===== src/rtl/hazard_bubble_stage.sv =====
// ID/EX register with load-use interlock: turns a load-use hazard into STALL_CYCLES bubbles.
// Latency is one cycle ID->EX. ext_stall freezes all state; flush beats every other event.
module hazard_bubble_stage #(
    parameter int CTRL_W       = 27,
    parameter int RA_W         = 5,
    parameter int LOAD_BIT     = 26,
    parameter int STALL_CYCLES = 1,
    parameter int CNT_W        = 16
) (
    input  logic              clk,
    input  logic              reset,
    input  logic [CTRL_W-1:0] ctrl_in,
    input  logic [RA_W-1:0]   id_rd,
    input  logic [RA_W-1:0]   id_rs1,
    input  logic [RA_W-1:0]   id_rs2,
    input  logic              id_use_rs1,
    input  logic              id_use_rs2,
    input  logic              flush,
    input  logic              ext_stall,
    output logic [CTRL_W-1:0] ex_ctrl,
    output logic [RA_W-1:0]   ex_rd,
    output logic              pc_le,
    output logic              ifid_le,
    output logic              bubble,
    output logic              stalled,
    output logic [CNT_W-1:0]  bubble_cnt
);

    typedef enum logic {
        IDLE  = 1'b0,
        STALL = 1'b1
    } state_t;

    localparam logic [2:0] CNT_INIT = 3'(STALL_CYCLES - 1);

    state_t            state;
    state_t            state_nxt;
    logic [2:0]        cnt;
    logic [2:0]        cnt_nxt;
    logic [CTRL_W-1:0] ex_ctrl_nxt;
    logic [RA_W-1:0]   ex_rd_nxt;
    logic              rs1_hit;
    logic              rs2_hit;
    logic              hazard;

    // A dual rs1/rs2 match collapses into one hazard; a load to x0 never interlocks.
    assign rs1_hit = id_use_rs1 && (id_rs1 == ex_rd);
    assign rs2_hit = id_use_rs2 && (id_rs2 == ex_rd);
    assign hazard  = (state == IDLE) && ex_ctrl[LOAD_BIT] && (ex_rd != '0)
                     && (rs1_hit || rs2_hit);

    assign stalled = (state == STALL);

    always_ff @(posedge clk or posedge reset) begin
        if (reset) begin
            state   <= IDLE;
            cnt     <= 3'd0;
            ex_ctrl <= '0;
            ex_rd   <= '0;
        end else begin
            state   <= state_nxt;
            cnt     <= cnt_nxt;
            ex_ctrl <= ex_ctrl_nxt;
            ex_rd   <= ex_rd_nxt;
        end
    end

    // Priority: flush, ext_stall, STALL, hazard, normal. Reset masks the enables.
    always_comb begin
        state_nxt   = state;
        cnt_nxt     = cnt;
        ex_ctrl_nxt = ex_ctrl;
        ex_rd_nxt   = ex_rd;
        pc_le       = 1'b0;
        ifid_le     = 1'b0;
        bubble      = 1'b0;

        if (reset) begin
            state_nxt = IDLE;
        end else if (flush) begin
            state_nxt   = IDLE;
            cnt_nxt     = 3'd0;
            ex_ctrl_nxt = '0;
            ex_rd_nxt   = '0;
            pc_le       = 1'b1;
            ifid_le     = 1'b1;
            bubble      = 1'b1;
        end else if (ext_stall) begin
            state_nxt = state;
        end else if (state == STALL) begin
            ex_ctrl_nxt = '0;
            ex_rd_nxt   = '0;
            bubble      = 1'b1;
            cnt_nxt     = cnt - 3'd1;
            if (cnt <= 3'd1) begin
                state_nxt = IDLE;
            end
        end else if (hazard) begin
            ex_ctrl_nxt = '0;
            ex_rd_nxt   = '0;
            bubble      = 1'b1;
            if (STALL_CYCLES > 1) begin
                state_nxt = STALL;
                cnt_nxt   = CNT_INIT;
            end
        end else begin
            ex_ctrl_nxt = ctrl_in;
            ex_rd_nxt   = id_rd;
            pc_le       = 1'b1;
            ifid_le     = 1'b1;
        end
    end

    // Saturating bubble counter; sticks at all-ones.
    always_ff @(posedge clk or posedge reset) begin
        if (reset) begin
            bubble_cnt <= '0;
        end else if (bubble && (bubble_cnt != {CNT_W{1'b1}})) begin
            bubble_cnt <= bubble_cnt + 1'b1;
        end
    end

endmodule


===== config.mk =====
export PLATFORM = sky130hd
export DESIGN_NAME = hazard_bubble_stage
export DESIGN_NICKNAME = d
export VERILOG_FILES = /design/src/rtl/hazard_bubble_stage.sv
export SDC_FILE = /design/constraint.sdc
export NUM_CORES = 1
export LEC_CHECK = 0
export BUFFER_PORTS_ARGS = -buffer_cell sky130_fd_sc_hd__buf_4
export CAP_MARGIN = 10
export CORE_ASPECT_RATIO = 0.9
export CORE_MARGIN = 2
export CORE_UTILIZATION = 43
export DETAILED_ROUTE_END_ITERATION = 6
export GPL_ROUTABILITY_DRIVEN = 0
export MAX_ROUTING_LAYER = met4
export PLACE_DENSITY_LB_ADDON = 0.3
export SLEW_MARGIN = 25
export SYNTH_ARGS = -nofsm -noshare
export SYNTH_HDL_FRONTEND = slang
export SYNTH_SLANG_ARGS = --single-unit

===== constraint.sdc =====
create_clock -name clk -period 2.7 [get_ports clk]
set_input_delay 0.54 -clock clk [delete_from_list [all_inputs] [get_ports clk]]
set_output_delay 0.54 -clock clk [all_outputs]
set_load 0.02 [all_outputs]

== Word-level counts from Yosys, hierarchy flattened ==
Cells that the tools add are included.

* Register bits: 52
* Input port bits: 48
* Output and inout bits: 52
* Logic and storage cells: 52

* $add $sub $neg: 2
* Magnitude comparators: 1
* Eq/ne operators: 5
* Mux-type cells: 26
* Bitwise operators: 2
* Reduce and logical (&&, ||, !) cells: 11

{| class="wikitable"
|+ Operators with widths
! kind !! count
|-
| 27-bit two-way mux || 4
|-
| 5-bit two-way mux || 4
|-
| 16-bit by 1-bit adder with 16-bit output, second input constant || 1
|-
| 16-bit != test, second input constant || 1
|-
| 1-bit two-way mux || 15
|-
| 5-bit == test || 2
|-
| 3-bit two-way mux || 3
|-
| 1-bit logical AND || 6
|-
| 5-bit nonzero test || 1
|-
| 3-bit by 1-bit <= comparator with 1-bit output, second input constant || 1
|-
| 3-bit != test, second input constant || 1
|-
| 3-bit AND reduction || 1
|-
| 3-bit by 1-bit subtractor with 3-bit output, second input constant || 1
|-
| 2-bit != test, second input constant || 1
|-
| 1-bit inverter || 2
|-
| 2-bit AND reduction || 1
|-
| 2-bit nonzero test || 1
|-
| 1-bit logical OR || 1
|}

== Longest topological paths before layout ==
* Depth in word-level cells: 10
* Mapped depth: 8
* Mapped depth without buffers: 7

== Least setup slack after synthesis ==
Ideal clock, no wire load.

* Kind: input port to flip-flop
* Start: in reset
* End: reg bubble_cnt[1]
* Library setup time: 0.128 ns
* Arrival: 2.866 ns
* Data required time: 2.572 ns
* Slack: -0.293 ns
* Cell stages on the path: 6
* Path buffers: 1
* Cell sequence: inv_1 -> o21ai_0 -> nand2b_1 -> o21a_4 -> buf_8 -> mux2_1

* Word-level cells in the longest chain between the ends: 2

{| class="wikitable"
|+ RTL lines
! what !! RTL line !! RTL
|-
| from (decl) || 11 || <nowiki>input logic reset,</nowiki>
|-
| 1-bit two-way mux || 78 || <nowiki>if (reset) begin</nowiki>
|-
| 1-bit logical AND || 118 || <nowiki>end else if (bubble && (bubble_cnt != {CNT_W{1'b1}})) begin</nowiki>
|-
| to (signal assigned) || 119 || <nowiki>bubble_cnt <= bubble_cnt + 1'b1;</nowiki>
|-
| to (decl) || 26 || <nowiki>output logic [CNT_W-1:0] bubble_cnt</nowiki>
|}

Every way passes these cells.
A chain may end at the register's enable or synchronous reset.

== Worst setup path in the final report ==
* Start: reg ex_rd[1]
* End: out ifid_le

* Word-level cells in the longest chain between the ends: 9
* Elaborated cells on any way between the ends: 13
* Classes of those cells: 2 x eq/ne; 5 x mux; 6 x reduce/logical

{| class="wikitable"
|+ RTL lines
! what !! RTL line !! RTL
|-
| from (decl) || 21 || <nowiki>output logic [RA_W-1:0] ex_rd,</nowiki>
|-
| from (signal assigned) || 64 || <nowiki>ex_rd <= ex_rd_nxt;</nowiki>
|-
| 5-bit == test (on tied branches) || 47, 48 ||
|-
| 1-bit logical AND (on tied branches) || 47, 48 ||
|-
| 1-bit logical OR || 50 || <nowiki>&& (rs1_hit || rs2_hit);</nowiki>
|-
| 1-bit logical AND (*) || 50 ||
|-
| 1-bit two-way mux (*) || 98 || <nowiki>end else if (hazard) begin</nowiki>
|-
| 1-bit two-way mux (*) || 90 || <nowiki>end else if (state == STALL) begin</nowiki>
|-
| 1-bit two-way mux (*) || 88 || <nowiki>end else if (ext_stall) begin</nowiki>
|-
| 1-bit two-way mux (*) || 80 || <nowiki>end else if (flush) begin</nowiki>
|-
| 1-bit two-way mux (*) || 78 ||
|-
| to (decl) || 23 || <nowiki>output logic ifid_le,</nowiki>
|}

Every way passes the cells marked *; elsewhere a longest branch is shown, timed or not.

==> results.txt <==
----------------------------------------------------
[Route]
  Iteration-0 DRC count of the detailed router ... about 120
  Total wirelength of the detailed-routed design ... ~5.8 mm
  DR vias ... roughly 1,900
  Antenna Nets Post-Route ... 0
  Pre-antenna DRT Iters ... 4
  DRC violation count after routing ... 0
  Final routed wire length divided by cell count ... roughly 15 um
  Vias per std cell ... between 5 and 6

[STA]
  Relative slew margins ... between 50% and 60%
  Slew @ Worst Pin ... roughly 670 ps
  Unrepaired setup endpoints after global routing ... true
  Final critical-path setup slack ... -2.65 ps
  Number of pins exceeding their max-slew limit in the final report ... 0
  Setup clock skew after layout ... roughly 8.4 ps
  Setup TNS after final layout ... -5.10 ps
  Max Clock Freq ... about 370 MHz
  Final-report setup violation count ... 2
  Crit share post-route ... 100%
  Total count of hold-check failures in the final report ... 0
  Period minus WS final ... about 2700 ps

[Clock tree]
  Post-CTS clock slew at the launch and capture registers of the worst setup and hold paths ... ~100 ps
  Number of hold buffers added after cts ... 0
  Skew-Pair Late Insertion Delay ... about 310 ps
  Number of H-tree levels ... 2
  Number of clock buffers inserted by TritonCTS ... 5
  CTS tree ... done
  Clock Sink Count ... 52
  Root buffer selected by CTS ... sky130_fd_sc_hd__clkbuf_8
  Maximum root-to-sink buffer count ... 2

[Worst setup path]
  CP bufs+invs ... 1
  Crit-path max cell delay ... about 570 ps
  Worst EP arrival ... 2160 ps
  WS Path Type ... flop to output port
  Startpoint kind of the worst setup timing path ... flop
  Crit path max fanout ... 4
  Slowest stage cell on the critical path ... sky130_fd_sc_hd__or4_4
  Critical-path cell list ... or4_4 -> o21ai_4 -> nor2_2 -> o31a_1 -> nor2_4 -> buf_6
  Kind of cell adding the most delay to the critical path ... simple AND/OR/NAND/NOR gates
  Worst setup EP type ... output port
  Worst EP required ... ~2200 ps

[Placement]
  Instance area after placement ... 0.00321 mm2
  # port buffers ... between 90 and 100
  Pre-CTS setup slack ... -31.4 ps
  Placed Cells incl. Taps ... approximately 360
  Detailed placer's ending HPWL ... approximately 4.2 mm

[Logic synthesis]
  #FFs+latches synth ... 52
  Count of warnings emitted by yosys ... 0
  Synthesized cell area ... around 0.0024 mm2
  Post-Syn Nets ... ~250
  Number of enable flip-flop cells after synthesis ... 0
  Number of instances in the synthesized netlist ... ~190
  Post-synthesis sequential area ratio ... a little over half
  Share of synthesized registers carrying an async set or reset ... 100%
  Yosys cell types ... 38
  Avg Inst Size Synth ... between 10 and 15 um2
  Most used flip-flop cell after synthesis ... sky130_fd_sc_hd__dfrtp_1

[Power]
  Leakage power figure ... approximately 1.7 nW
  Maximum ir drop on the vdd rail ... 0.000304 V
  Pwr Density ... 617 mW/mm2

[Cells and area]
  Leading cell types in the layout, fill and taps excluded ... 111 x sky130_fd_sc_hd__buf_4, 52 x sky130_fd_sc_hd__dfrtp_1, 32 x sky130_fd_sc_hd__a22o_1
  Net count reported at finish ... roughly 360
  Post-synthesis to final-layout area growth ... 43.8%
  Fraction of final layout cells with drive strength greater than 1 ... roughly 45%
  Design Area, Final ... approximately 0.0034 mm2
  Final standard cell count with taps included and fillers excluded ... 375
  Most common cell after layout, fill and taps aside ... sky130_fd_sc_hd__buf_4
  Ant diodes ... 0

[GRT]
  Global router's overall resource usage ... a little under a fifth
  Wire length of the first global-routing pass ... around 9 mm
  Maximum number of pins on one net before global-route repair ... 54
  Antenna violations before repair ... 0
  Residual overflow from global routing ... 0
  Via count of the first global-routing pass ... ~1,900

[Floorplan]
  Number of I/O pins ... 100
  Starting Density ... 44.8%
  Core area ... around 0.0053 mm2
  Die area ... between 0.006 and 0.007 mm2
  Count of standard-cell rows ... 25
  Height of the die ... 74.4 um
  Chip Width ... about 82 um

[Flow run]
  MaxCap Viol Count ... 0

[Run status]
  Outcome ... finished, violations left
  Violations in the final reports ... setup timing

[Worst hold path]
  Hold crit path type ... input port to flop

----------------------------------------------------
## state kept, by name, summed over array words and instances (netlist names)
| name | flops |
|---|---|
| stalled | 1 |
| ex_ctrl | 27 |
| ex_rd | 5 |
| cnt | 3 |
| bubble_cnt | 16 |
## synthesized netlist by cell type (3+ instances only)
master                     count  share of area (%)
sky130_fd_sc_hd__dfrtp_1      52                 55
sky130_fd_sc_hd__a22o_1       32                 12
sky130_fd_sc_hd__nor3_2        5                2.1
sky130_fd_sc_hd__inv_1         6               0.95
sky130_fd_sc_hd__nor2_1       10                1.6
sky130_fd_sc_hd__nor4_1        3               0.79
sky130_fd_sc_hd__nand4_1       4                1.1
sky130_fd_sc_hd__buf_6         4                1.9
sky130_fd_sc_hd__xnor2_1       5                1.9
sky130_fd_sc_hd__xor2_1       18                6.7
sky130_fd_sc_hd__nor3_1        3               0.63
sky130_fd_sc_hd__ha_1          3                1.6
sky130_fd_sc_hd__nand2_1       5               0.79
sky130_fd_sc_hd__clkbuf_1      3               0.48
sky130_fd_sc_hd__o21ai_0       4               0.85
sky130_fd_sc_hd__a21oi_1       5                1.1
sky130_fd_sc_hd__nand3_1       7                1.5
## layout make-up
cell class                      instances  area [um2]
Fill cell                             442        1880
Sequential cell                        52        1300
Multi-Input combinational cell        126         993
Timing Repair Buffer                  115         878
Tap cell                               67        83.8
Clock buffer                            5        68.8
Clock inverter                          3        46.3
Inverter                                7        30.0
## metal layers
layer	up-vias	part of all wire (%)	global-route usage, %
met5	-	0	-
met4	0	0.78	5.00
met3	5	7.1	4.85
met2	82	46	28.6
met1	921	46	26.2
li1	928	-	-
## per-stage QoR
stage                     power (mW)  utilization [%]  hold WS [ps]
after floorplan                 1.27                -           450
after global placement          1.53             60.7           470
after detailed placement        1.54             60.7           484
after CTS                       2.11             63.2           434
after global routing            2.19             64.4           423
final                           2.10             64.4           438
## power breakdown
part	total (mW)	internal (mW)	leakage, nW	switching (mW)
sequential	0.970	0.872	0.677	0.0974
clock	0.555	0.280	0.0548	0.275
combinational	0.575	0.283	0.980	0.292
## kinds of logic after synthesis
logic type	after synthesis	synth area share (%)
muxes	1	0.476
adders and majority gates	3	1.59
AOI/OAI and AO/OA	49	16.9
xor gates and xnor gates	23	8.51
and+or+nand+nor	50	13.1
DFF	52	55.0
buffers and inverters	16	4.44
## path summary, 6_finish.rpt
check,startpoint,slack (ps),end,cells past startpoint
setup / recovery,ex_rd[1],-3,ifid_le,6
hold / removal,ctrl_in[4],440,ex_ctrl[4],2
setup reg to reg,ex_rd[1],340,ex_ctrl[14],7
hold reg to reg,bubble_cnt[8],490,bubble_cnt[8],1
max in group asynchronous,reset,1780,bubble_cnt[15],3
min in group asynchronous,reset,480,ex_ctrl[18],3
## what timing repair did
| action | in CTS | in global routing |
|---|---|---|
| pin swaps | 0 | 7 |
| hold endpoints to repair | 0 | 0 |
| gates resized for setup | 5 | 5 |
| setup endpoints to repair | 2 | 3 |
| setup buffers | 0 | 4 |
Note: power is estimated with default switching activity, not from simulation.
